`src/rtl/regfile_pkg.sv`:
```
// Shared definitions for the register-file write-port arbiter and its
// round-robin arbiter core: register geometry, the PC register index and
// the grant index type with its wrap helper.
package regfile_pkg;

    localparam int REG_ADDR_W = 4;
    localparam int REG_DATA_W = 32;
    localparam logic [REG_ADDR_W-1:0] REG_PC_IDX = 4'hF;

    // Wide enough for up to 8 requesters.
    typedef logic [2:0] grant_idx_t;

    // Next round-robin pointer after cur won. The wrap is explicit so that
    // non-power-of-two requester counts never leave an out-of-range pointer.
    function automatic grant_idx_t rr_next(input grant_idx_t cur, input int num_req);
        if (int'(cur) >= num_req - 1) begin
            return '0;
        end
        return cur + 3'd1;
    endfunction

endpackage

```
`src/rtl/rr_arbiter.sv`:
```
// Round-robin arbiter core. Scans the request vector starting at ptr,
// wrapping modulo NUM_REQ, and returns a one-hot grant for the first set
// request plus its binary index. Purely combinational and reusable for
// other shared ports. ptr must be below NUM_REQ.
module rr_arbiter
    import regfile_pkg::*;
#(
    parameter int NUM_REQ = 3
) (
    input  logic [NUM_REQ-1:0] req,
    input  grant_idx_t         ptr,
    output logic [NUM_REQ-1:0] grant,
    output grant_idx_t         winner,
    output logic               any_grant
);

    localparam int IDX_W = (NUM_REQ > 1) ? $clog2(NUM_REQ) : 1;

    logic [3:0]       pos;
    logic [IDX_W-1:0] idx;

    // Walk the requesters in priority order starting at ptr; first hit wins.
    always_comb begin
        grant     = '0;
        winner    = '0;
        any_grant = 1'b0;
        pos       = '0;
        idx       = '0;
        for (int off = 0; off < NUM_REQ; off++) begin
            pos = {1'b0, ptr} + 4'(off);
            if (pos >= 4'(NUM_REQ)) begin
                pos = pos - 4'(NUM_REQ);
            end
            idx = pos[IDX_W-1:0];
            if (!any_grant && req[idx]) begin
                any_grant  = 1'b1;
                grant[idx] = 1'b1;
                winner     = grant_idx_t'(pos);
            end
        end
    end

endmodule

```
`src/rtl/regfile_write_arbiter.sv`:
```
// Shares the single register-file write port between NUM_REQ writeback
// requesters using a round-robin valid/ready handshake. The winning write
// is registered for one cycle and then presented on isWrite/A3/writeData.
// write_count tracks every write presented to the register file.
//
// Optional feature: define REGFILE_PC_PROTECT_EN to drop writes to R15 (the
// PC, owned by fetch logic). A dropped write still completes its handshake
// but leaves isWrite low, pulses pc_write_drop and does not count.
// NUM_REQ is legal from 2 to 8.
module regfile_write_arbiter
    import regfile_pkg::*;
#(
    parameter int NUM_REQ = 3,
    parameter int ADDR_W  = REG_ADDR_W,
    parameter int DATA_W  = REG_DATA_W,
    parameter int CNT_W   = 16
) (
    input  logic                      clock,
    input  logic                      reset,
    input  logic [NUM_REQ-1:0]        req_valid,
    input  logic [NUM_REQ*ADDR_W-1:0] req_addr,
    input  logic [NUM_REQ*DATA_W-1:0] req_data,
    output logic [NUM_REQ-1:0]        req_ready,
    output logic                      isWrite,
    output logic [ADDR_W-1:0]         A3,
    output logic [DATA_W-1:0]         writeData,
    output grant_idx_t                grant_id,
    output logic [CNT_W-1:0]          write_count,
    output logic                      pc_write_drop
);

    grant_idx_t          rr_ptr;
    logic [NUM_REQ-1:0]  grant_p0;
    grant_idx_t          winner_p0;
    logic                any_p0;
    logic                xfer_p0;
    logic                pc_hit_p0;
    logic                commit_p0;
    logic [ADDR_W-1:0]   win_addr_p0;
    logic [DATA_W-1:0]   win_data_p0;

    rr_arbiter #(
        .NUM_REQ (NUM_REQ)
    ) u_rr_arbiter (
        .req       (req_valid),
        .ptr       (rr_ptr),
        .grant     (grant_p0),
        .winner    (winner_p0),
        .any_grant (any_p0)
    );

    // Grants are suppressed while reset is held so nobody believes it transferred.
    assign req_ready = reset ? '0 : grant_p0;
    assign xfer_p0   = any_p0 && !reset;

    // One-hot mux of the winning requester's address and data.
    always_comb begin
        win_addr_p0 = '0;
        win_data_p0 = '0;
        for (int i = 0; i < NUM_REQ; i++) begin
            if (grant_p0[i]) begin
                win_addr_p0 = req_addr[i*ADDR_W +: ADDR_W];
                win_data_p0 = req_data[i*DATA_W +: DATA_W];
            end
        end
    end

`ifdef REGFILE_PC_PROTECT_EN
    assign pc_hit_p0 = (win_addr_p0 == ADDR_W'(REG_PC_IDX));
`else
    assign pc_hit_p0 = 1'b0;
`endif

    assign commit_p0 = xfer_p0 && !pc_hit_p0;

    // ---- p0 -> p1: register the winning write and advance the pointer ----
    always_ff @(posedge clock or posedge reset) begin
        if (reset) begin
            isWrite   <= 1'b0;
            A3        <= '0;
            writeData <= '0;
            grant_id  <= '0;
            rr_ptr    <= '0;
        end else begin
            isWrite <= commit_p0;
            if (xfer_p0) begin
                A3        <= win_addr_p0;
                writeData <= win_data_p0;
                grant_id  <= winner_p0;
                rr_ptr    <= rr_next(winner_p0, NUM_REQ);
            end
        end
    end

    // Count moves together with isWrite rising for each presented write, wrapping freely.
    always_ff @(posedge clock or posedge reset) begin
        if (reset) begin
            write_count <= '0;
        end else if (commit_p0) begin
            write_count <= write_count + 1'b1;
        end
    end

`ifdef REGFILE_PC_PROTECT_EN
    // One-cycle flag marking a handshake whose R15 write was discarded.
    always_ff @(posedge clock or posedge reset) begin
        if (reset) begin
            pc_write_drop <= 1'b0;
        end else begin
            pc_write_drop <= xfer_p0 && pc_hit_p0;
        end
    end
`else
    assign pc_write_drop = 1'b0;
`endif

endmodule

```
`config.mk`:
```
export PLATFORM = sky130hd
export DESIGN_NAME = regfile_write_arbiter
export DESIGN_NICKNAME = d
export VERILOG_FILES = /design/src/rtl/regfile_pkg.sv /design/src/rtl/rr_arbiter.sv /design/src/rtl/regfile_write_arbiter.sv
export SDC_FILE = /design/constraint.sdc
export NUM_CORES = 1
export LEC_CHECK = 0
export CAP_MARGIN = 20
export CORE_ASPECT_RATIO = 2
export CORE_MARGIN = 1.5
export CORE_UTILIZATION = 42
export CTS_CLUSTER_DIAMETER = 30
export DETAILED_ROUTE_END_ITERATION = 10
export PLACE_DENSITY = 0.92
export SYNTH_ARGS = -nofsm -noshare
export SYNTH_HDL_FRONTEND = slang
export SYNTH_HIERARCHICAL = 1
export SYNTH_SLANG_ARGS = --single-unit
```
`constraint.sdc`:
```
create_clock -name clock -period 9 [get_ports clock]
set_input_delay 1.8 -clock clock [delete_from_list [all_inputs] [get_ports clock]]
set_output_delay 1.8 -clock clock [all_outputs]
set_load 0.02 [all_outputs]
```
==> flow_summary_export.csv, run 1 <==
group,metric,value,unit
clocking,cts_htree_levels,3,
clocking,cts_tree,"built",
grt,grt_max_degree,60,
cells_and_area,finish.net_count,651,
floorplanning,dieArea,8680,um^2
timing,tns,0,ns
setup_path,crit_path_start_kind,"primary input",
floorplanning,start_util,43.1,%
route,wire_per_inst,17.8,um
cells_and_area,syn2layout_area_growth,60.0,%
route,drt_iter0_drc,197,
synth,synth_flop_cell,"dfrtp_1",
clocking,cts_setup_buffers,0,
route,routed_wl,11.2,mm
timing,slew_violations,0,
synth,synth_common_cells,"66 x o21ai_0, 62 x nand2_1, 59 x dfrtp_1, 35 x a221oi_1, 16 x clkbuf_1",
place,post-dp-hpwl,8.20,mm
route,drcViolationCount,0,
setup_path,worstPathMaxFanout,37,
run_status,status,"finished, final reports clean",
floorplanning,io_pins,173,
cells_and_area,register_area,1480,um^2
clocking,ctsResizeCount,0,
clocking,cts_sinks,59,
place,io_buffers,171,
route,drtPass1Iterations,5,
timing,setup_viol,0,
synth,synth.distinct_cells,51,
grt,grt_pass1_wl,17.5,mm
pwr,total_power,0.00222,W
setup_path,cp-startpoint,"req_valid[0]",
pwr,ir_drop,0.221,mV
synth,synth_top_area_cell,"dfrtp_1",
route,ant_nets,0,
pwr,p_leak,2.22,nW
setup_path,critPathArrivalTime,5.31,ns
pwr,p_sw_share,46.4,%
synth,synth-warning-count,6,
synth,ys_seq_elements,59,
synth,synth_edf_count,0,
setup_path,criticalPathCategory,"primary input to output port",
floorplanning,die_x,66.6,um
synth,syn_area,3400,um^2
pwr,p_seq_share,20.4,%
setup_path,cp.required,7.20,ns
cells_and_area,drive_gt1_share,6.21,%
setup_path,timing.rr.start,"rr_ptr[0]",
timing,worstMarginPinSlew,1.02,ns
clocking,cts_hold_buf,0,
timing,period_minus_slack,7.11,ns
clocking,clkTransAtPathRegs,0.05,ns
timing,report.final.hold_viol_count,0,
synth,avgSynthCellArea,9.24,um^2
synth,yosysSeqAreaShare,43.4,%
route,viasPerCell,5.78,
pwr,intPower,0.00119,W
floorplanning,dieHeight,130,um
grt,grt_pass1_vias,3714,
pwr,pwr-share-clk,15.7,%
timing,skew,0.00873,ns
floorplanning,rows,46,
synth,yosys.area.top_type_share,43.4,%
clocking,clk_path_buf_depth,2,
cells_and_area,multi_input_area,1760,um^2
timing,rsz0062_at_grt,"no",
clocking,clock_latency,0.33,ns
synth,synth_cells,368,
pwr,power.switching,0.00103,W
grt,grt.total_usage,27.0,%
worst_hold_path,hp-start,"write_count[15]",
cells_and_area,nFillCells,581,
timing,fmax,141,MHz
place,place_congestion,0.871,
grt,gr-total-overflow,0,
synth,syn_nets,493,
worst_hold_path,hold_path_class,"register to register",
synth,yosysMostFrequentCell,"o21ai_0",
pwr,powerDensity,409,nW/um^2
cells_and_area,diodes,0,
floorplanning,core-area,7890,um^2
timing,final.period_utilization,79.0,%
route,vias,3625,
timing,relSlewSlack,31.8,%
pwr,comb_power_share,63.9,%
setup_path,end_kind,"output port",
job,maxCapViolCount,0,
clocking,root_buffer,"clkbuf_16",
synth,synth_top_cells_by_area,"dfrtp_1 43%, o21ai_0 9.7%, a221oi_1 9.0%, nand2_1 6.8%, ha_1 4.4%",
clocking,numCtsBuffers,9,
grt,antenna_found_initial,0,
synth,synth-async-reset-ratio,100,%
-- power by group through the flow --
stage | registers, W | clock network, W | logic [W]
after floorplan | 0.000552 | 0 | 0.000845
after global placement | 0.000449 | 0 | 0.00134
after detailed placement | 0.000454 | 0 | 0.00142
after CTS | 0.000453 | 0.000354 | 0.00143
after global routing | 0.000466 | 0.000365 | 0.00155
final | 0.000453 | 0.000349 | 0.00142
-- logic make-up (layout without fill, tap and decap cells) --
| kind of cell | after synthesis | in the layout | synth area share (%) |
|---|---|---|---|
| compound gates | 130 | 130 | 24.5 |
| xor+xnor | 18 | 18 | 4.63 |
| fa+ha+maj | 12 | 12 | 4.41 |
| buf+inv | 37 | 200 | 4.97 |
| flops | 59 | 59 | 43.4 |
| mux | 5 | 5 | 1.84 |
| other cells | 1 | 1 | 0.110 |
| simple gates | 106 | 106 | 16.2 |
-- per-layer routing --
metal,vias up,GRT usage [%],part of all wire (%),wire (um)
met5,-,0,0,0
met4,0,14.4,4.0,442
met3,36,6.47,6.0,665
li1,1658,-,-,-
met1,1743,27.3,33,3730
met2,188,49.5,57,6330
-- flip-flops by register name, indices dropped and copies added, names as in the netlist --
signal       flops
A3               4
grant_id         3
isWrite          1
rr_ptr           3
writeData       32
write_count     16
-- cell type report --
class / instances / area share, %
Clock buffer: 15 / 5.10
Tap cell: 96 / 2.21
Timing Repair Buffer: 175 / 32.0
Clock inverter: 1 / 0.552
Sequential cell: 59 / 27.1
Inverter: 9 / 0.621
Multi-Input combinational cell: 272 / 32.4
-- worst max-delay path, cell delays in order --
cell and delay [ns]:
clkdlybuf4s50_1 0.50, or4_1 0.56, o31ai_1 0.15, nor4b_2 0.16, mux2i_1 0.18, o21ai_2 0.14, buf_4 0.36, inv_1 0.55
nor2_1 0.27, clkdlybuf4s50_1 0.63
-- through the flow --
stage | hold slack [ns] | area, um^2 | utilization, % | cells | setup slack [ns]
after floorplan | 0.529 | 3400 | - | 368 | 3.57
final | 0.473 | 5440 | 69.0 | 627 | 1.89
after CTS | 0.476 | 5440 | 69.0 | 627 | 1.92
after detailed placement | 0.466 | 5130 | 65.1 | 611 | 1.94
after global routing | 0.502 | 5440 | 69.0 | 627 | 1.67
after global placement | 0.459 | 5130 | 65.1 | 611 | 2.08
-- layout by cell type (no fill, tap or decap), drive strengths merged, types with 2 or more instances in the layout --
| master | n |
|---|---|
| o21ai | 78 |
| and4 | 2 |
| xnor2 | 13 |
| dfrtp | 59 |
| a221oi | 35 |
| o31ai | 3 |
| clkdlybuf4s50 | 171 |
| mux2i | 5 |
| ha | 12 |
| nor2b | 5 |
| nor3 | 2 |
| nand4 | 5 |
| or3 | 2 |
| buf | 4 |
| or4b | 2 |
| xor2 | 5 |
| a21oi | 2 |
| o21a | 4 |
| nor4b | 2 |
| nor2 | 10 |
| inv | 9 |
| clkbuf | 15 |
| nand2 | 62 |
| nand3 | 5 |
| a31oi | 3 |
-- path summary, 6_finish.rpt --
check	depth (start not counted)	slack, ns	to
setup / recovery	10	1.89	req_ready[2]
hold / removal	1	0.47	write_count[15]
setup reg to reg	12	4.68	writeData[1]
hold reg to reg	1	0.47	write_count[15]
max in group asynchronous	3	6.29	rr_ptr[0]
min in group asynchronous	3	2.20	write_count[8]
(Power assumes the default switching activity.)
==> run 2: changes to the inputs <==
--- a/config.mk
+++ b/config.mk
@@ -8,10 +8,10 @@
 export CAP_MARGIN = 20
 export CORE_ASPECT_RATIO = 2
 export CORE_MARGIN = 1.5
-export CORE_UTILIZATION = 42
+export CORE_UTILIZATION = 37
 export CTS_CLUSTER_DIAMETER = 30
 export DETAILED_ROUTE_END_ITERATION = 10
-export PLACE_DENSITY = 0.92
+export PLACE_DENSITY = 0.86
 export SYNTH_ARGS = -nofsm -noshare
 export SYNTH_HDL_FRONTEND = slang
 export SYNTH_HIERARCHICAL = 1
==> constraint.sdc (replaced) <==
create_clock -name clock -period 6.1 [get_ports clock]
set_input_delay 1.22 -clock clock [delete_from_list [all_inputs] [get_ports clock]]
set_output_delay 1.22 -clock clock [all_outputs]
set_load 0.02 [all_outputs]
==> flow_summary_export.csv, run 2 (synthesis results as in run 1) <==
group,metric,value,unit
run_status,status,"finished, final reports clean",
setup_path,cp.required,4.88,ns
timing,relSlewSlack,51.5,%
timing,final.period_utilization,80.3,%
place,placed_area,5150,um^2
cells_and_area,finish.net_count,652,
route,viasPerCell,5.46,
cells_and_area,register_area,1480,um^2
route,wire_per_inst,17.7,um
pwr,total_power,0.00325,W
cells_and_area,most-common-layout-cells,"171 x clkdlybuf4s50_1, 66 x o21ai_0, 62 x nand2_1",
timing,period_minus_slack,4.90,ns
floorplanning,io_pins,173,
worst_hold_path,hold_path_class,"register to register",
timing,tns,0,ns
timing,setup_viol,0,
pwr,power.switching,0.00151,W
setup_path,worstPathMaxFanout,6,
route,ant_nets,0,
route,vias,3463,
route,routed_wl,11.2,mm
grt,grt_pass1_vias,3661,
pwr,comb_power_share,64.0,%
timing,slew_violations,0,
pwr,p_leak,2.22,nW
timing,fmax,204,MHz
route,wl_met3,410,um
clocking,cts_htree_levels,3,
cells_and_area,design_area,5450,um^2
setup_path,critPathArrivalTime,3.68,ns
cells_and_area,syn2layout_area_growth,60.3,%
floorplanning,die_x,70.8,um
floorplanning,core-area,8950,um^2
clocking,cts_hold_buf,0,
clocking,ctsResizeCount,0,
place,post-dp-hpwl,8.43,mm
timing,skew,0.00613,ns
pwr,ir_drop,0.265,mV
job,maxCapViolCount,0,
cells_and_area,largest_register_ffs,32,
timing,worstMarginPinSlew,0.728,ns
cells_and_area,reg.largest.list,"writeData x32, write_count x16, A3 x4",
pwr,intPower,0.00174,W
route,drcViolationCount,0,
floorplanning,rows,49,
setup_path,crit_path_start_kind,"primary input",
grt,grt_max_degree,60,
place,dp.cells,618,
clocking,root_buffer,"clkbuf_16",
route,met1_length,4.18,mm
timing,holdWs,0.477,ns
place,io_buffers,171,
cells_and_area,largest_register,"writeData",
clocking,cts_setup_buffers,0,
floorplanning,dieHeight,139,um
cells_and_area,drive_gt1_share,6.95,%
floorplanning,start_util,38.0,%
route,drtPass1Iterations,6,
route,drt_iter0_drc,148,
cells_and_area,multi_input_area,1760,um^2
clocking,cts_sinks,59,
cells_and_area,stdcell_count,634,
grt,antenna_found_initial,0,
route,highest_layer,"met4",
place,place_congestion,0.849,
grt,grt_pass1_wl,18.2,mm
pwr,pwr-share-clk,15.6,%
timing,rsz0062_at_grt,"no",
setup_path,end_kind,"output port",
pwr,p_sw_share,46.5,%
floorplanning,dieArea,9810,um^2
route,route.met2.wl,6.07,mm
pwr,p_seq_share,20.3,%
grt,grt.total_usage,23.5,%
clocking,clk_path_buf_depth,2,
clocking,numCtsBuffers,9,
grt,gr-total-overflow,0,
pwr,powerDensity,597,nW/um^2
clocking,cts_tree,"built",
cells_and_area,final_common_cell,"clkdlybuf4s50_1",
cells_and_area,nFillCells,783,
timing,report.final.hold_viol_count,0,
clocking,clock_latency,0.33,ns
cells_and_area,diodes,0,
setup_path,criticalPathCategory,"primary input to output port",
clocking,clkTransAtPathRegs,0.05,ns
run 2: stage by stage:
step | setup slack [ns] | util [%]
4_1_cts | 1.19 | 60.9
6_report | 1.20 | 60.9
3_5_place_dp | 1.20 | 57.5
3_3_place_gp | 1.22 | 57.5
5_1_grt | 0.994 | 60.9
2_1_floorplan | 1.83 | -
run 2: worst max-delay path, cell delays in order:
cell,delay (ns)
clkdlybuf4s50_1,0.51
or4_1,0.54
o31ai_1,0.14
nor4b_2,0.16
mux2i_1,0.18
o21ai_2,0.16
inv_1,0.07
nor2_1,0.09
clkdlybuf4s50_1,0.61
run 2: final timing paths:
check	startpoint	to	slack (ns)	depth (start not counted)
setup / recovery	req_valid[0]	req_ready[2]	1.20	9
hold / removal	writeData[6]	writeData[6]	0.48	2
setup reg to reg	rr_ptr[0]	write_count[4]	2.03	12
hold reg to reg	writeData[6]	writeData[6]	0.48	2
max in group asynchronous	reset	writeData[1]	4.04	3
min in group asynchronous	reset	write_count[4]	1.58	3
run 2: cell type report:
cell class,instances,share of cell area [%]
clock buffers,10,4.38
clock inverters,6,1.17
inverters,9,0.620
multi-input cells,272,32.3
flip-flops and latches,59,27.1
well taps,102,2.34
repair buffers,176,32.1
run 2: power groups by stage:
| stage | clock (W) | combinational (W) | sequential, W |
|---|---|---|---|
| finish | 0.000509 | 0.00208 | 0.000662 |
| global route | 0.000538 | 0.00230 | 0.000686 |
| CTS | 0.000520 | 0.00210 | 0.000664 |
| detailed placement | 0 | 0.00209 | 0.000670 |
| global placement | 0 | 0.00206 | 0.000661 |
| floorplan | 0 | 0.00125 | 0.000815 |
run 2: layer usage:
layer	vias to the layer above	global-route usage (%)
met3	43	3.92
met4	0	14.4
li1	1657	-
met1	1618	25.9
met5	-	0
met2	145	41.1
